File: config.mk
export PLATFORM = sky130hd
export DESIGN_NAME = seq_detector_moore_param
export DESIGN_NICKNAME = d
export VERILOG_FILES = /design/src/rtl/seq_detector_moore_param.sv
export SDC_FILE = /design/constraint.sdc
export NUM_CORES = 1
export LEC_CHECK = 0
export BUFFER_PORTS_ARGS = -buffer_cell sky130_fd_sc_hd__buf_2
export CAP_MARGIN = 25
export CORE_AREA = 2 2 39 41
export DETAILED_ROUTE_END_ITERATION = 16
export DIE_AREA = 0 0 41 43
export PLACE_DENSITY = 0.77
export SYNTH_ARGS = -nofsm -noshare
export SYNTH_HDL_FRONTEND = slang
export SYNTH_SLANG_ARGS = --single-unit
File: constraint.sdc
create_clock -name clk -period 2.7 [get_ports clk]
set_clock_uncertainty 0.15 [all_clocks]
set_input_delay 0.27 -clock clk [delete_from_list [all_inputs] [get_ports clk]]
set_output_delay 0.27 -clock clk [all_outputs]
set_load 0.005 [all_outputs]
File: src/rtl/seq_detector_moore_param.sv
// seq_detector_moore_param
//   Moore serial sequence detector for a compile-time pattern. It supports
//   overlapping or non-overlapping matching, a sample-enable qualifier, and a
//   saturating match counter with a sticky saturation flag.
//
// Parameters
//   PAT_W    pattern length in bits (2..16)
//   PATTERN  pattern to match; the MSB is the first bit received
//   OVERLAP  1: a completed match may seed the next one, 0: restart after a match
//   CNT_W    match counter width (1..32)
//
// Ports
//   clk          clock; all logic is on posedge
//   rst          synchronous active-low reset
//   inp          serial data bit, sampled when en=1
//   en           sample qualifier; en=0 holds the FSM, out and the counter
//   clr_cnt      synchronous clear of match_count and count_sat (ignores en)
//   out          1 while the FSM is in DETECT
//   match_count  saturating count of DETECT entries
//   count_sat    sticky flag, set when match_count reaches its maximum
module seq_detector_moore_param #(
  parameter int unsigned          PAT_W   = 4,
  parameter logic [PAT_W-1:0]     PATTERN = 4'b1011,
  parameter bit                   OVERLAP = 1'b1,
  parameter int unsigned          CNT_W   = 8
) (
  input  logic             clk,
  input  logic             rst,
  input  logic             inp,
  input  logic             en,
  input  logic             clr_cnt,
  output logic             out,
  output logic [CNT_W-1:0] match_count,
  output logic             count_sat
);

  localparam int unsigned SW = $clog2(PAT_W + 1);

  // Sk means the first k pattern bits are matched; StDetect is S(PAT_W).
  // Intermediate states are reached by casting the transition table entries.
  typedef enum logic [SW-1:0] {
    StS0     = SW'(0),
    StDetect = SW'(PAT_W)
  } state_e;

  localparam logic [CNT_W-1:0] CntMax = '1;
  localparam logic [CNT_W-1:0] CntPre = CntMax - CNT_W'(1);

  // Next state from state k on bit b: length of the longest pattern prefix that
  // is a suffix of (first k pattern bits, b). For k = PAT_W the whole pattern
  // precedes b, which yields the overlapping-match continuation. Lengths are
  // tried in ascending order so the longest match is the one kept.
  function automatic logic [SW-1:0] next_of(input int k, input logic b);
    int               str_len;
    int               idx;
    logic             ok;
    logic             sbit;
    logic             pbit;
    logic [PAT_W-1:0] tmp;
    logic [SW-1:0]    res;
    str_len = k + 1;
    res     = '0;
    for (int n = 1; n <= int'(PAT_W); n++) begin
      if (n <= str_len) begin
        ok = 1'b1;
        for (int j = 0; j < int'(PAT_W); j++) begin
          if (j < n) begin
            idx = str_len - n + j;
            if (idx < k) begin
              tmp  = PATTERN >> (int'(PAT_W) - 1 - idx);
              sbit = tmp[0];
            end else begin
              sbit = b;
            end
            tmp  = PATTERN >> (int'(PAT_W) - 1 - j);
            pbit = tmp[0];
            if (sbit != pbit) begin
              ok = 1'b0;
            end
          end
        end
        if (ok) begin
          res = SW'(n);
        end
      end
    end
    return res;
  endfunction

  // Elaboration-time transition table, indexed by [state][sampled bit].
  logic [SW-1:0] trans [PAT_W+1][2];

  for (genvar gk = 0; gk <= PAT_W; gk++) begin : g_state
    for (genvar gb = 0; gb < 2; gb++) begin : g_bit
      assign trans[gk][gb] = next_of(gk, 1'(gb));
    end
  end

  state_e state_q;
  state_e state_d;
  logic   enter_det;

  always_comb begin
    state_d = StS0;
    if (state_q > StDetect) begin
      // Unused encodings recover to S0.
      state_d = StS0;
    end else if (!en) begin
      state_d = state_q;
    end else if ((state_q == StDetect) && !OVERLAP) begin
      state_d = state_e'(trans[0][inp]);
    end else begin
      state_d = state_e'(trans[state_q][inp]);
    end
  end

  // Counts DETECT -> DETECT too, but never a held DETECT while en=0.
  assign enter_det = en && (state_d == StDetect);

  always_ff @(posedge clk) begin
    if (!rst) begin
      state_q     <= StS0;
      out         <= 1'b0;
      match_count <= '0;
      count_sat   <= 1'b0;
    end else begin
      state_q <= state_d;
      out     <= (state_d == StDetect);
      if (clr_cnt) begin
        // Clear wins over a simultaneous DETECT entry.
        match_count <= '0;
        count_sat   <= 1'b0;
      end else if (enter_det) begin
        if (match_count != CntMax) begin
          match_count <= match_count + CNT_W'(1);
        end
        if ((match_count == CntPre) || (match_count == CntMax)) begin
          count_sat <= 1'b1;
        end
      end
    end
  end

endmodule

==> qor.txt <==
status: complete, no violations
Worst setup EP type: register
reg-to-reg startpoint: match_count[1]$_SDFFE_PP0P_
CTS resizes: 0
GRT Total Usage: 19.0%
Critical Path RT: 2760 ps
slew margin rel.: 79.8%
GPL Wtd Cong: 0.824
Boundary Pins: 15
first-pass GRT wire length: 2260 um
xor and xnor area share after synthesis: 0%
Post-CTS Hold Buffers: 0
final net count: 102
adder-cell area share of the yosys netlist: 3.59%
Worst EP arrival: 1650 ps
number of H-tree levels: 1
Setup Buffers After CTS: 0
TritonRoute pass-1 iters: 4
hold depth: 4
Synth cell types: 35
pre-CTS WS: 1120 ps
Die Area: 1760 um2
Max Clk Rate: 628 MHz
CTS max path bufs: 2
# DRC: 0
capturing point of the worst reg2reg path: match_count[5]$_SDFFE_PP0P_
dpl hpwl: 1040 um
worst vdd ir: 299 uV
Buffers on Ports: 14
largest family of logic cells by synthesized area: simple AND/OR/NAND/NOR gates
clk slew on worst S/H paths: 80 ps
Total Routed Length: 1350 um
largest net degree at the start of global routing: 10
Tightest Pin Transition: 303 ps
max-cap violations: 0
Hold Path Class: input port to register
Worst Hold End: match_count[3]$_SDFFE_PP0P_
Post-synth EDFFs: 0
Synth Register Bits: 13
initial antenna violation count: 0
Area Growth Syn to Fin: 14.4%
clock latency on the worst-skew pair: 270 ps
Power Density: 410 nW/um2
Root Driver: clkbuf_4
Synth Net Count: 85
Max Slew Vio Count: 0
grt total ovfl: 0
Die Span Y: 43 um
CTS tree: built
final setup margin: 1110 ps
maximum fanout along the worst path: 6
Vias: 631
CP startpoint kind: register
Initial Utilization: 50.4%
YS warnings: 0
Avg Inst Size Synth: 8.93 um2
Fin Setup TNS: 0 ps
Setup Crit Path Kind: register to register
# fillers: 121
Syn Inst Count: 78
Num CTS Buffers: 3
Fin. Hold Viols: 0
R2R cell count: 5
share of layout cells above drive strength 1: 29.8%
min Tclk post-route: 1590 ps
leakage: 0.320 nW
synthesized area: 697 um2
vias in the first global route: 519
WL per Instance: 12.3 um
Die X-Extent: 41 um
final setup violation count: 0
antenna cell count: 0
HP Start: clr_cnt
asr flop ratio synth: 0%
vias per inst: 5.74
Reg2Reg Setup Slack: 1110 ps
Compound-Gate Fraction of Synth Area: 21.4%
Site Rows: 14
unrepaired setup endpoints after global routing: false
most used flip-flop cell after synthesis: dfxtp_1
Placeable Area: 1380 um2
post-synthesis mux area share: 3.05%
DR iter-0 viols: 7
period utilization: 59.0%
CTS sink count: 13
DRT antenna net count: 0
simple-gate share of the synthesized area: 29.6%
post-synthesis sequential area ratio: 37.3%
-- cell usage in the layout, fill, tap and decap left out, types with 2 or more instances in the layout --
cell and n:
and2_1 2, o21ai_0 4, nor3_2 2, inv_1 5
nand3_1 3, nand2_1 4, o21a_1 3, ha_1 2
a21oi_1 8, nor2_1 4, or3_1 2, clkbuf_4 3
dfxtp_1 13, nand4_1 3, buf_2 14, and3_1 2
-- synth_stat cells, types with 2 or more instances --
master   instances  share of area, %
a21oi_1          8               5.7
and2_1           2               1.8
and3_1           2               1.8
dfxtp_1         13                37
ha_1             2               3.6
inv_1            5               2.7
nand2_1          4               2.2
nand3_1          3               2.2
nand4_1          3               2.7
nor2_1           4               2.2
nor3_2           2               2.9
o21a_1           3               3.2
o21ai_0          4               2.9
or3_1            2               1.8
-- worst max path at each step --
stage / endpoint / startpoint / slack, ps / cells after the start
after floorplan: match_count[5]$_SDFFE_PP0P_ / match_count[0]$_SDFFE_PP0P_ / 1230 / 5
after global placement: match_count[2]$_SDFFE_PP0P_ / en / 1120 / 5
after detailed placement: match_count[2]$_SDFFE_PP0P_ / en / 1120 / 5
after CTS: match_count[5]$_SDFFE_PP0P_ / match_count[1]$_SDFFE_PP0P_ / 1130 / 5
after global routing: match_count[5]$_SDFFE_PP0P_ / match_count[1]$_SDFFE_PP0P_ / 990 / 5
final: match_count[5]$_SDFFE_PP0P_ / match_count[1]$_SDFFE_PP0P_ / 1110 / 5
-- flip-flops by register name, indices dropped and copies added (netlist names) --
| signal | cells |
|---|---|
| state_q | 3 |
| count_sat | 1 |
| out | 1 |
| match_count | 8 |
-- per-layer routing --
layer  GRT usage, %  wire length, um  up-vias
li1               -                -      318
met1           26.6              628      294
met2           25.9              626       15
met3           3.14               65        4
met4           12.0               31        0
met5              0                0        -
-- cells by family (layout without fill, tap and decap cells) --
kind of cell             Yosys count  count (layout)
adder cells (fa/ha/maj)            2               2
flip-flops                        13              13
AND/OR/NAND/NOR                   32              32
buffers and inverters              7              23
AO/OA/AOI/OAI                     22              22
multiplexers                       2               2
-- power by group --
group | switching [mW] | total (mW) | internal, mW
registers | 0.00132 | 0.194 | 0.193
logic | 0.00786 | 0.0144 | 0.00651
clock network | 0.0612 | 0.118 | 0.0573
-- through the flow --
step | instances | hold slack, ps | util (%) | total power [mW] | cell area [um2]
6_report | 110 | 109 | 57.6 | 0.327 | 797
5_1_grt | 110 | 125 | 57.6 | 0.336 | 797
4_1_cts | 110 | 113 | 57.6 | 0.329 | 797
3_5_place_dp | 106 | 285 | 55.7 | 0.213 | 771
3_3_place_gp | 106 | 283 | 55.7 | 0.213 | 771
2_1_floorplan | 78 | 237 | - | 0.207 | 697
-- cell type report --
class | count | area, um2 | area share [%]
clock buffers | 4 | 26.3 | 3.30
flip-flops and latches | 13 | 260 | 32.7
inverters | 5 | 18.8 | 2.35
repair buffers | 14 | 70.1 | 8.79
multi-input cells | 58 | 402 | 50.4
well taps | 16 | 20.0 | 2.51
-- worst max-delay path: stages (launching register included) --
cell and delay [ps]:
dfxtp_1 360, ha_1 270, inv_1 140, o211ai_4 110, or3_1 350, a21oi_1 150
Note: power is estimated with default switching activity, not from simulation.
